`src/rtl/pipelined_rca_adder_pkg.sv`:
```
// -----------------------------------------------------------------------------
// pipelined_rca_adder_pkg
//   Shared definitions for the pipelined ripple-carry adder:
//   - DEFAULT_WIDTH / DEFAULT_STAGES : default operand width and stage count
//   - ceil_div()                     : integer ceiling divide, used to size
//                                      the per-stage segment width
// -----------------------------------------------------------------------------
package pipelined_rca_adder_pkg;

    localparam int DEFAULT_WIDTH  = 23;
    localparam int DEFAULT_STAGES = 4;

    function automatic int ceil_div(input int num, input int den);
        return (num + den - 1) / den;
    endfunction

endpackage

```
`src/rtl/pipelined_rca_adder_rca_segment.sv`:
```
// -----------------------------------------------------------------------------
// rca_segment
//   Combinational N-bit ripple-carry adder built from explicit full-adder
//   equations (no '+' operator).
//   Ports:
//     a, b [N-1:0] : addends
//     ci           : carry in to bit 0
//     s    [N-1:0] : sum bits
//     co           : carry out of bit N-1
// -----------------------------------------------------------------------------
module rca_segment
    import pipelined_rca_adder_pkg::*;
#(
    parameter int N = 4
) (
    input  logic [N-1:0] a,
    input  logic [N-1:0] b,
    input  logic         ci,
    output logic [N-1:0] s,
    output logic         co
);

    logic carry;

    // NOTE: blocking assignments are correct here; 'carry' is a combinational
    // temporary that must update in program order as it ripples up the chain.
    always_comb begin
        carry = ci;
        s     = '0;
        for (int i = 0; i < N; i++) begin
            s[i]  = a[i] ^ b[i] ^ carry;
            carry = (a[i] & b[i]) | ((a[i] ^ b[i]) & carry);
        end
        co = carry;
    end

endmodule

```
`src/rtl/pipelined_rca_adder.sv`:
```
// -----------------------------------------------------------------------------
// pipelined_rca_adder
//   Unsigned add/subtract with a valid/ready pipelined ripple-carry datapath.
//   The operand is split into STAGES segments (low to high); stage k ripples
//   segment k-1 using the carry registered by the stage before it.
//     SUB=0 : S = X + Y + CIN
//     SUB=1 : S = X + ~Y + 1   (S[WIDTH] = no-borrow)
//   Ports:
//     CLK       : clock, all registers on the rising edge
//     RST       : synchronous active-high reset, flushes every in-flight beat
//     IN_VALID  : operand beat offered
//     IN_READY  : beat accepted this cycle (combinational from OUT_READY)
//     X, Y      : operands [WIDTH-1:0]
//     CIN       : carry-in for add; ignored for subtract
//     SUB       : 1 selects subtract
//     OUT_VALID : result beat offered
//     OUT_READY : downstream accepts the result
//     S         : result [WIDTH:0], S[WIDTH] = carry out / no-borrow
// -----------------------------------------------------------------------------
module pipelined_rca_adder
    import pipelined_rca_adder_pkg::*;
#(
    parameter int WIDTH  = DEFAULT_WIDTH,
    parameter int STAGES = DEFAULT_STAGES
) (
    input  logic             CLK,
    input  logic             RST,
    input  logic             IN_VALID,
    output logic             IN_READY,
    input  logic [WIDTH-1:0] X,
    input  logic [WIDTH-1:0] Y,
    input  logic             CIN,
    input  logic             SUB,
    output logic             OUT_VALID,
    input  logic             OUT_READY,
    output logic [WIDTH:0]   S
);

    localparam int SEG = ceil_div(WIDTH, STAGES);

    // Stage registers, index k = 1..STAGES. Operands are carried full width;
    // bits already consumed by earlier stages have no reader and are pruned
    // by synthesis, leaving only the still-unprocessed bits per stage.
    logic [STAGES:1]            v_q;
    logic [STAGES:1]            c_q;
    logic [STAGES:1][WIDTH-1:0] x_q;
    logic [STAGES:1][WIDTH-1:0] y_q;
    logic [STAGES:1][WIDTH-1:0] s_q;

    // What each stage sees at its input: the external beat for stage 1,
    // the previous stage's registers otherwise.
    logic [STAGES:1]            v_src;
    logic [STAGES:1]            c_src;
    logic [STAGES:1][WIDTH-1:0] x_src;
    logic [STAGES:1][WIDTH-1:0] y_src;
    logic [STAGES:1][WIDTH-1:0] s_src;

    // Values a stage will capture after rippling its own segment.
    logic [STAGES:1]            c_nxt;
    logic [STAGES:1][WIDTH-1:0] s_nxt;

    // rdy[k]: stage k may load this cycle. rdy[STAGES+1] is the downstream.
    logic [STAGES+1:1]          rdy;

    always_comb begin
        v_src    = '0;
        c_src    = '0;
        x_src    = '0;
        y_src    = '0;
        s_src    = '0;
        v_src[1] = IN_VALID;
        x_src[1] = X;
        y_src[1] = SUB ? ~Y : Y;
        c_src[1] = SUB | CIN;
        for (int k = 2; k <= STAGES; k++) begin
            v_src[k] = v_q[k-1];
            c_src[k] = c_q[k-1];
            x_src[k] = x_q[k-1];
            y_src[k] = y_q[k-1];
            s_src[k] = s_q[k-1];
        end
    end

    // A stage can take new data if it is empty or its content moves on this
    // same cycle; evaluating from the output backwards lets bubbles collapse
    // behind a stalled stage.
    always_comb begin
        rdy           = '0;
        rdy[STAGES+1] = OUT_READY;
        for (int k = STAGES; k >= 1; k--) begin
            rdy[k] = !v_q[k] || rdy[k+1];
        end
    end

    for (genvar k = 1; k <= STAGES; k++) begin : g_stage
        localparam int LO = (k - 1) * SEG;
        localparam int HI = (k * SEG < WIDTH) ? k * SEG : WIDTH;
        localparam int W  = (HI > LO) ? HI - LO : 0;

        if (W > 0) begin : g_seg
            // Keep the sum bits produced below this segment, replace the rest.
            localparam logic [WIDTH-1:0] LOW_MASK = (WIDTH'(1) << LO) - WIDTH'(1);
            logic [W-1:0] seg_sum;

            rca_segment #(.N(W)) u_rca (
                .a  (x_src[k][LO +: W]),
                .b  (y_src[k][LO +: W]),
                .ci (c_src[k]),
                .s  (seg_sum),
                .co (c_nxt[k])
            );

            assign s_nxt[k] = (s_src[k] & LOW_MASK) | (WIDTH'(seg_sum) << LO);
        end else begin : g_pass
            // Ceiling split can leave trailing stages with no bits: they
            // only delay the beat so latency stays equal to STAGES.
            assign s_nxt[k] = s_src[k];
            assign c_nxt[k] = c_src[k];
        end
    end

    // NOTE: the datapath registers are reset along with the valids because
    // S must read zero while in reset; an invalid stage's data is otherwise
    // never observed.
    always_ff @(posedge CLK) begin
        if (RST) begin
            v_q <= '0;
            c_q <= '0;
            x_q <= '0;
            y_q <= '0;
            s_q <= '0;
        end else begin
            for (int k = 1; k <= STAGES; k++) begin
                if (rdy[k]) begin
                    v_q[k] <= v_src[k];
                    if (v_src[k]) begin
                        c_q[k] <= c_nxt[k];
                        x_q[k] <= x_src[k];
                        y_q[k] <= y_src[k];
                        s_q[k] <= s_nxt[k];
                    end
                end
            end
        end
    end

    // Already-consumed operand bits and the last stage's operands have no
    // reader; collecting them here marks that as intentional.
    logic unused_operand_bits;
    assign unused_operand_bits = ^{x_q, y_q, x_src, y_src};

    assign IN_READY  = rdy[1];
    assign OUT_VALID = v_q[STAGES];
    assign S         = {c_q[STAGES], s_q[STAGES]};

endmodule

```
`config.mk`:
```
export PLATFORM = sky130hd
export DESIGN_NAME = pipelined_rca_adder
export DESIGN_NICKNAME = d
export VERILOG_FILES = /design/src/rtl/pipelined_rca_adder_pkg.sv /design/src/rtl/pipelined_rca_adder_rca_segment.sv /design/src/rtl/pipelined_rca_adder.sv
export SDC_FILE = /design/constraint.sdc
export NUM_CORES = 1
export LEC_CHECK = 0
export BUFFER_PORTS_ARGS = -buffer_cell sky130_fd_sc_hd__buf_2
export CORE_MARGIN = 2
export CORE_UTILIZATION = 35
export CTS_BUF_LIST = sky130_fd_sc_hd__clkbuf_16
export CTS_CLUSTER_SIZE = 8
export DETAILED_ROUTE_END_ITERATION = 16
export SKIP_LAST_GASP = 1
export SYNTH_ARGS = -nofsm -noshare
export SYNTH_HDL_FRONTEND = slang
export SYNTH_SLANG_ARGS = --single-unit
```
`constraint.sdc`:
```
create_clock -name CLK -period 6 [get_ports CLK]
set_input_delay 0.3 -clock CLK [delete_from_list [all_inputs] [get_ports CLK]]
set_output_delay 0.3 -clock CLK [all_outputs]
set_load 0.01 [all_outputs]
```
==> run summary <==
The number of clock buffers added by TritonCTS is 17. The total count of hold-check failures in the final report is 0, and the relative contribution of the clock network to total power is 47.7%. The logs give 0 for the leftover overflow at the end of global routing and 13.8 ps for the final clock skew. The finished layout holds 939 standard cells, fillers aside.

After detailed routing, the total wire length is 12800 um. Of the total power, registers draw 44.5%. In this run the count of I/O pins placed on the die edge is 78.

The via count of the first global-routing pass came out at 4180. After legalization and detailed placement, the total HPWL measured 8340 um. Of the synthesized area, sequential elements account for 44.0%. In this run the power spent charging and discharging nets is 0.481 mW.

After clock tree synthesis, the setup repair step added 0 buffers. For the final setup violation count, the log shows 0. Counting instances in the post-synthesis netlist gives the leading cell types as sky130_fd_sc_hd__dfxtp_1, sky130_fd_sc_hd__a21oi_1, sky130_fd_sc_hd__nand3_1, sky130_fd_sc_hd__o21ai_0, sky130_fd_sc_hd__nand2b_1. The leading area contributor after synthesis is sky130_fd_sc_hd__dfxtp_1. The effective utilization at floorplan was 35.4%.

The worst pin sits at a relative slew slack of 25.3%. The congestion estimate from routability-driven global placement came to 0.744. Once layout is complete, the utilization of the core stands at 41.1%. The initialized floorplan defines 48 standard-cell rows. TritonCTS built the clock tree. Of the total power, the share spent switching nets is 22.7%. The x dimension of the die came out at 136 um.

Clock tree synthesis found a total of 133 sinks. The remaining antenna violation count after routing was 0. The number of detailed-route iterations in the first pass came out at 5. Of the post-synthesis cell area, the dominant cell type holds 44.0%. The initial antenna violation count was 0. The CTS root buffer was sky130_fd_sc_hd__clkbuf_16. The logs give 7.8% for the logic gate share of total power and 776 for the net count reported at finish.

For the post-route worst hold slack, the log shows 143 ps. Ratio of cells with drive above 1 in the final layout: 18.2%. After technology mapping, the gate count stands at 663. During synthesis, Yosys emitted a total of 0 warnings. The flow ran to the end, and the final reports show no timing, DRC or antenna violations. The path type of the worst min-delay path is in2reg.

Entering global routing, the biggest net connects 115 pins. The time the final worst path needs with I/O delays and setup is 3360 ps, and the area of the die is 0.0184 mm2. The worst-case register-to-register setup slack was 2760 ps.

Setup repair after global routing left no endpoint under its margin. Using the TritonRoute via totals, the vias-per-cell ratio works out to 4.79. Aggregate global-route resource usage: 14.4%. After clock tree synthesis, the clock-pin slew on the worst setup and hold paths is 60 ps. The internal power was 1.64 mW. After routing the design area is 0.00704 mm2. The number of antenna diodes in the final layout is 0. Post-CTS repair changed the size of 0 cells.

For this run, design rule violations remaining after detail routing come to 0. For the synthesized netlist net count, the log shows 738. Least setup slack across all paths after layout: 2640 ps. After synthesis, the cell types taking the most area are sky130_fd_sc_hd__dfxtp_1, sky130_fd_sc_hd__a21oi_1, sky130_fd_sc_hd__fa_1. The hold buffer count at cts was 0. The clock passes through at most 2 buffers.

Count of final max-slew check failures: 0. The power density over the cells works out to 301 mW/mm2. The H-tree level count is 4, and the distinct cell type count of the synthesized netlist is 32. Summed over all cells, the static leakage comes to 2.69 nW. Of the available clock period, the critical path in the final layout requires 56.1%. The run gives 410 ps as the clock latency on the worst-skew pair. Buffers placed on the I/O ports in this run total 77. Across the run, the number of max-cap violations was 0.

Data on the critical path arrives at its endpoint at 3640 ps. The type of the worst setup path was in2reg. The run gives 0.0171 mm2 as the total core area.

The first global-routing pass estimated 21200 um of wire. Synthesis inferred 133 register bits. From synthesis to final layout, the design area changed by 16.2%. The required time at the endpoint of the critical path came out at 6280 ps.

The largest fanout of any net on the critical path works out to 24. For the worst setup slack before clock tree synthesis, the log shows 2180 ps. The die is 136 um tall.

After layout, the design draws a total of 2.12 mW. STA classifies the critical path startpoint as an input pin. Based on the critical path, the design can be clocked at up to 297 MHz. The most common cell in the synthesized netlist is sky130_fd_sc_hd__dfxtp_1.

The mapped cell area was 0.00606 mm2. VDD sags by at most 0.191 mV. Of all flip-flops after synthesis, the portion carrying an async set or reset was 0%.

Actual slew at the worst max-slew pin: 1120 ps. The layout has 1750 filler cells. The most common flop cell mapped by yosys is sky130_fd_sc_hd__dfxtp_1. For the post-placement cell area, the log shows 0.00646 mm2. In this run, synthesis inferred 0 flip-flops with an integrated enable.

Across all layers, the routed design uses 4502 vias. After the first detailed-routing iteration, the DRC count stood at 283. Dividing the detail-routed wire length by the instance count gives 13.6 um. The worst setup path is captured at a flop. Setup total negative slack on the finished layout was measured at 0 ps. Counting tap cells, the placed design contains a total of 907 instances. The average cell area after synthesis is 9.13 um2.
==> worst max-delay path: stages <==
cell and delay, ps:
sky130_fd_sc_hd__buf_2 550, sky130_fd_sc_hd__xnor2_1 190, sky130_fd_sc_hd__fa_1 430, sky130_fd_sc_hd__fa_1 390
sky130_fd_sc_hd__fa_1 390, sky130_fd_sc_hd__fa_1 390, sky130_fd_sc_hd__fa_1 370, sky130_fd_sc_hd__inv_1 70
sky130_fd_sc_hd__fa_1 400, sky130_fd_sc_hd__nand2b_1 80, sky130_fd_sc_hd__mux2i_1 70
==> cell type report <==
class	count	area (um2)	area share, %
Multi-Input combinational cell	437	2980	42.4
Sequential cell	133	2660	37.8
Clock buffer	17	425	6.05
Timing Repair Buffer	82	425	6.05
Tap cell	225	282	4.00
Clock inverter	15	148	2.10
Inverter	30	113	1.60
==> power groups by stage <==
stage	clock, mW	sequential [mW]	combinational [mW]
5_1_grt	1.07	0.948	0.189
6_report	1.01	0.943	0.166
3_5_place_dp	0	0.962	0.168
2_1_floorplan	0	0.952	0.130
4_1_cts	1.03	0.943	0.169
3_3_place_gp	0	0.962	0.166
==> state kept, by name (all words and copies together) (netlist names) <==
name and cells:
y_q 33, v_q 4, c_q 4, S 23, s_q 36, x_q 33
==> cells by family (layout without fill, tap and decap cells) <==
logic type | after synthesis | in the layout | share of synthesized area, %
xor gates and xnor gates | 23 | 23 | 3.33
AOI/OAI and AO/OA | 186 | 186 | 16.6
buffers and inverters | 93 | 144 | 6.82
DFF | 133 | 133 | 44.0
adders and majority gates | 23 | 23 | 7.60
muxes | 39 | 39 | 6.86
and+or+nand+nor | 166 | 166 | 14.8
==> path summary, 6_finish.rpt <==
path | start | end | depth (start not counted)
worst min-delay path | X[8] | x_q[8] | 3
worst min register to register | S[12] | S[12] | 2
worst max register to register | c_q[2] | s_q[63] | 10
worst max-delay path | SUB | s_q[5] | 11
==> per-layer routing <==
layer | vias up | track usage [%] | wire length (um)
li1 | 2336 | - | -
met1 | 2077 | 22.9 | 7080
met2 | 87 | 18.8 | 5110
met3 | 2 | 3.48 | 519
met4 | 0 | 3.99 | 42
met5 | - | 0 | 0
==> layout by cell type, fill, tap and decap left out, drive strengths merged <==
cell / netlist / final
dfxtp: 133 / 133
a21oi: 92 / 92
buf: 27 / 82
o21ai: 80 / 80
nand3: 79 / 79
nand2b: 39 / 39
inv: 30 / 33
fa: 23 / 23
xnor2: 22 / 22
nor2: 22 / 22
nor2b: 21 / 21
mux2: 20 / 20
mux2i: 19 / 19
clkbuf: 36 / 17
a311oi: 9 / 9
clkinv: 0 / 7
bufinv: 0 / 3
o211a: 2 / 2
a211oi: 2 / 2
clkinvlp: 0 / 2
and4b: 1 / 1
nand2: 1 / 1
xor2: 1 / 1
a21boi: 1 / 1
nand4b: 1 / 1
nand3b: 1 / 1
and3b: 1 / 1
(Power assumes the default switching activity.)
